File: config.mk
export PLATFORM = sky130hd
export DESIGN_NAME = muldiv_seq
export DESIGN_NICKNAME = d
export VERILOG_FILES = /design/src/rtl/muldiv_seq.sv
export SDC_FILE = /design/constraint.sdc
export NUM_CORES = 1
export LEC_CHECK = 0
export CAP_MARGIN = 10
export CORE_ASPECT_RATIO = 1.4
export CORE_MARGIN = 1.5
export CORE_UTILIZATION = 45
export CTS_BUF_LIST = sky130_fd_sc_hd__clkbuf_8 sky130_fd_sc_hd__clkbuf_16
export DETAILED_ROUTE_END_ITERATION = 8
export PLACE_DENSITY = 0.69
export SLEW_MARGIN = 20
export SYNTH_ARGS = -nofsm -noshare
export SYNTH_HDL_FRONTEND = slang
export SYNTH_SLANG_ARGS = --single-unit
File: constraint.sdc
create_clock -name clk -period 6.95 [get_ports clk]
set_input_delay 0.695 -clock clk [delete_from_list [all_inputs] [get_ports clk]]
set_output_delay 0.695 -clock clk [all_outputs]
set_load 0.02 [all_outputs]
File: src/rtl/muldiv_seq.sv
// Sequential signed multiply/divide: radix-2 Booth multiply, non-restoring divide on magnitudes.
// One iteration per cycle, 33-cycle latency from start to done, result in HI:LO layout.
module muldiv_seq #(
    parameter int WIDTH = 32
) (
    input  logic                 clk,
    input  logic                 reset,
    input  logic                 start,
    input  logic                 op,
    input  logic [WIDTH-1:0]     a_in,
    input  logic [WIDTH-1:0]     b_in,
    output logic                 busy,
    output logic                 done,
    output logic [2*WIDTH-1:0]   result,
    output logic                 div_zero
);

    localparam int CW = $clog2(WIDTH);
    localparam logic [CW-1:0] LAST_ITER = CW'(WIDTH - 1);

    typedef enum logic [1:0] {
        IDLE,
        RUN,
        FIX
    } state_t;

    state_t            state;
    logic [CW-1:0]     count;

    logic              op_q;
    logic              sign_a;
    logic              sign_b;
    logic              b_zero;
    logic [WIDTH-1:0]  a_q;

    // Booth product register {acc, mplr, qm1}; acc is one bit wider than the operand
    logic [WIDTH:0]    mcand;
    logic [WIDTH:0]    acc;
    logic [WIDTH-1:0]  mplr;
    logic              qm1;

    // Two guard bits keep the shifted partial remainder in range for a 2^(W-1) divisor
    logic [WIDTH+1:0]  rem;
    logic [WIDTH-1:0]  quo;
    logic [WIDTH:0]    dvsr;

    logic [WIDTH:0]    booth_sum;
    logic [WIDTH+1:0]  rem_shift;
    logic [WIDTH+1:0]  rem_next;
    logic [WIDTH-1:0]  rem_fix;
    logic [WIDTH-1:0]  quo_signed;
    logic [WIDTH-1:0]  rem_signed;
    logic [WIDTH-1:0]  a_mag;
    logic [WIDTH:0]    b_mag;

    always_comb begin
        booth_sum = acc;
        case ({mplr[0], qm1})
            2'b01:   booth_sum = acc + mcand;
            2'b10:   booth_sum = acc - mcand;
            default: booth_sum = acc;
        endcase

        rem_shift = {rem[WIDTH:0], quo[WIDTH-1]};
        if (rem[WIDTH+1])
            rem_next = rem_shift + {1'b0, dvsr};
        else
            rem_next = rem_shift - {1'b0, dvsr};

        // Only the low bits of the restored remainder matter; it is below the divisor
        if (rem[WIDTH+1])
            rem_fix = rem[WIDTH-1:0] + dvsr[WIDTH-1:0];
        else
            rem_fix = rem[WIDTH-1:0];

        quo_signed = (sign_a ^ sign_b) ? -quo : quo;
        rem_signed = sign_a ? -rem_fix : rem_fix;

        a_mag = a_in[WIDTH-1] ? -a_in : a_in;
        b_mag = {1'b0, (b_in[WIDTH-1] ? -b_in : b_in)};
    end

    always_ff @(posedge clk) begin
        if (reset) begin
            state    <= IDLE;
            count    <= '0;
            busy     <= 1'b0;
            done     <= 1'b0;
            result   <= '0;
            div_zero <= 1'b0;
        end else begin
            done <= 1'b0;
            case (state)
                IDLE: begin
                    if (start) begin
                        op_q   <= op;
                        a_q    <= a_in;
                        sign_a <= a_in[WIDTH-1];
                        sign_b <= b_in[WIDTH-1];
                        b_zero <= (b_in == '0);
                        mcand  <= {a_in[WIDTH-1], a_in};
                        acc    <= '0;
                        mplr   <= b_in;
                        qm1    <= 1'b0;
                        rem    <= '0;
                        quo    <= a_mag;
                        dvsr   <= b_mag;
                        count  <= '0;
                        busy   <= 1'b1;
                        state  <= RUN;
                    end
                end

                RUN: begin
                    if (op_q) begin
                        rem <= rem_next;
                        quo <= {quo[WIDTH-2:0], ~rem_next[WIDTH+1]};
                    end else begin
                        acc  <= {booth_sum[WIDTH], booth_sum[WIDTH:1]};
                        mplr <= {booth_sum[0], mplr[WIDTH-1:1]};
                        qm1  <= mplr[0];
                    end
                    count <= count + 1'b1;
                    if (count == LAST_ITER)
                        state <= FIX;
                end

                FIX: begin
                    if (!op_q) begin
                        result   <= {acc[WIDTH-1:0], mplr};
                        div_zero <= 1'b0;
                    end else if (b_zero) begin
                        result   <= {a_q, {WIDTH{1'b1}}};
                        div_zero <= 1'b1;
                    end else begin
                        result   <= {rem_signed, quo_signed};
                        div_zero <= 1'b0;
                    end
                    done  <= 1'b1;
                    busy  <= 1'b0;
                    state <= IDLE;
                end

                default: state <= IDLE;
            endcase
        end
    end

endmodule

==> summary.txt <==
Met1 usage: 33.4%
Final-report setup violation count: 0
Crit share post-route: 76.1%
TritonCTS Buffers: 28
Die ar.: 0.0458 mm^2
Synth cell types: 85
M2 GR Usage: 50.2%
Hold WS: 0.451 ns
Die H: 253 um
Post-Syn Area: 0.0200 mm^2
Slew margin rel.: 32.4%
Initial antenna violation count: 0
Synth Flop Type: edfxtp_1
Run status: complete, no violations
Max-slew violations: 0
Fmax: 0.189 GHz
Root Buffer: clkbuf_16
Post-CTS Setup Bufs: 0
Util after Layout: 51.8%
Worst-path clk slew: 0.07 ns
Hold Crit Class: flop to flop
Worst vdd rail ir drop: 0.000182 V
Rows: 91
Area contributors post-synth: edfxtp_1 (30%), dfxtp_1 (7.4%), ha_1 (6.6%)
Data required, critical path: 7.28 ns
Ant diodes: 0
Post-synth EDFFs: 198
Global route hottest layer: met2
Drt first pass iters: 6
Max Cap Violations: 0
Syn Inst Count: 2316
#FFs+latches synth: 272
Worst R2R Path Depth: 20
Number of global-route vias before repair: 17.3k
Kind of critical path: flop to flop
Wire length per cell: 22.2 um
Slew @ Worst Pin: 1.01 ns
Sink Count: 272
Seq. cell area: 0.00743 mm^2
Async S/R FF share, synth: 0%
CP endpoint kind: flop
Total global routing overflow: 0
Worst setup SP type: flop
Syn Nets: 2492
Clock Skew: 0.0157 ns
Antenna-violating nets left: 0
Leakage: 8.34 nW
CTS tree: built
Vias: 18.2k
Total power density per cell area: 212 mW/mm^2
Detailed placement HPWL: 50.1 mm
Top-area cell type share of the netlist area: 29.7%
Cts hold-fix bufs: 0
First-pass GRT wire length: 100 mm
Register area share after synthesis: 37.1%
Fin crit period: 5.29 ns
Initial drt markers: 1715
Final instance area: 0.0228 mm^2
Total of warnings raised by yosys: 0
Post-synth top cells: nand2_1 (289), nor2_1 (228), a21oi_1 (211)
Hold depth: 2
Total track usage: 28.2%
Syn Area/Cell: 8.65 um^2
Die Width: 181 um
Post-DP Area: 0.0218 mm^2
Final Hold Violating Endpoints: 0
Critical Path AT: 5.62 ns
Placeable core area: 0.0441 mm^2
Setup TNS: 0 ns
P&R area growth vs syn: 13.9%
Port Buffers: 134
Worst skew pair latency: 0.58 ns
WL final: 65.8 mm
Fillers: 4120
RSZ-0062 raised after global routing: false
Final Wtd Congestion: 0.996
Initial core utilization: 45.5%
CP Max Fanout: 6
CTS Buffer Depth: 3
Most common cell in the synthesized netlist: nand2_1
Via/cell ratio: 6.13
Level count of the clock H-tree: 1
Final nets: 2559
Post-CTS sizing: 0
Multi-input gate area: 0.0120 mm^2
Residual DRC: 0
Share of cells above drive strength 1: 4.53%
# IOs: 135
Largest area contributor in the netlist: edfxtp_1
Pin count of the biggest net entering global routing: 85
Grt met3 use: 3.41%
## where the power goes
group / switching (mW) / internal, mW / total, mW / leakage [nW]
registers: 0.0929 / 1.85 / 1.94 / 2.47
clock network: 0.677 / 0.942 / 1.62 / 0.500
logic: 0.787 / 0.495 / 1.28 / 5.37
## worst max-delay path: stages (launching register included)
cell and delay (ns):
edfxtp_1 0.46, inv_1 0.09, ha_1 0.16, nand2b_1 0.08
or4_1 0.42, nor2_1 0.28, and2_1 0.22, nor2_1 0.06
xor2_1 0.15, ha_1 0.40, nand4_1 0.13, nor2_1 0.16
nand3_1 0.17, or4_1 0.58, a31o_2 0.28, a21o_1 0.19
o31a_1 0.30, o211a_1 0.25, o31a_1 0.26, xnor2_1 0.14
mux2_2 0.26
## registers in the layout, summed over array words and instances, names as in the netlist, 2 cells and up
name	count
rem	34
quo	32
result	64
dvsr	32
acc	32
state	2
mplr	32
count	5
mcand	31
## through the flow
stage                     cells  total power [mW]  worst slack (ns)
final                      2963              4.84              1.66
after global routing       2963              5.06              1.21
after CTS                  2963              4.84              1.66
after detailed placement   2911              3.23              1.66
after global placement     2911              3.21              1.75
after floorplan            2316              2.85             0.188
## cells by family (layout without fill, tap and decap cells)
| kind of cell | count (synthesis) | in the layout | share of synthesized area (%) |
|---|---|---|---|
| buffers and inverters | 181 | 270 | 3.45 |
| multiplexers | 29 | 29 | 1.49 |
| XOR/XNOR | 238 | 238 | 10.4 |
| flip-flops | 272 | 272 | 37.1 |
| AND/OR/NAND/NOR | 815 | 815 | 18.9 |
| AO/OA/AOI/OAI | 673 | 673 | 21.9 |
| adder cells (fa/ha/maj) | 108 | 108 | 6.85 |
## cell usage in the layout, fill, tap and decap left out, types with 36 or more instances in the layout
cell,count
nand2_1,289
nor2_1,228
a21oi_1,211
edfxtp_1,198
o21ai_0,134
clkdlybuf4s50_1,132
xnor2_1,128
xor2_1,110
ha_1,104
dfxtp_1,74
inv_1,67
nor3_1,55
nand3_1,41
o211ai_1,37
a211oi_1,36
## worst paths after layout
| path | startpoint | endpoint | slack, ns |
|---|---|---|---|
| max | dvsr[1]$_DFFE_PP_ | quo[0]$_DFFE_PP_ | 1.66 |
| min reg2reg | result[42]$_SDFFE_PP0P_ | result[42]$_SDFFE_PP0P_ | 0.45 |
| max reg2reg | dvsr[1]$_DFFE_PP_ | quo[0]$_DFFE_PP_ | 1.66 |
| min | result[42]$_SDFFE_PP0P_ | result[42]$_SDFFE_PP0P_ | 0.45 |
## per-layer routing
metal	up-vias	part of all wire, %
met5	-	0
met4	0	5.2
met3	151	5.8
met2	673	50
met1	8685	39
li1	8669	-
## layout make-up
cell class,instances,area share (%)
multi-input cells,1863,52.5
flip-flops and latches,272,32.5
repair buffers,155,6.52
clock buffers,36,3.75
well taps,558,3.06
inverters,63,1.04
clock inverters,16,0.614
(Power assumes the default switching activity.)
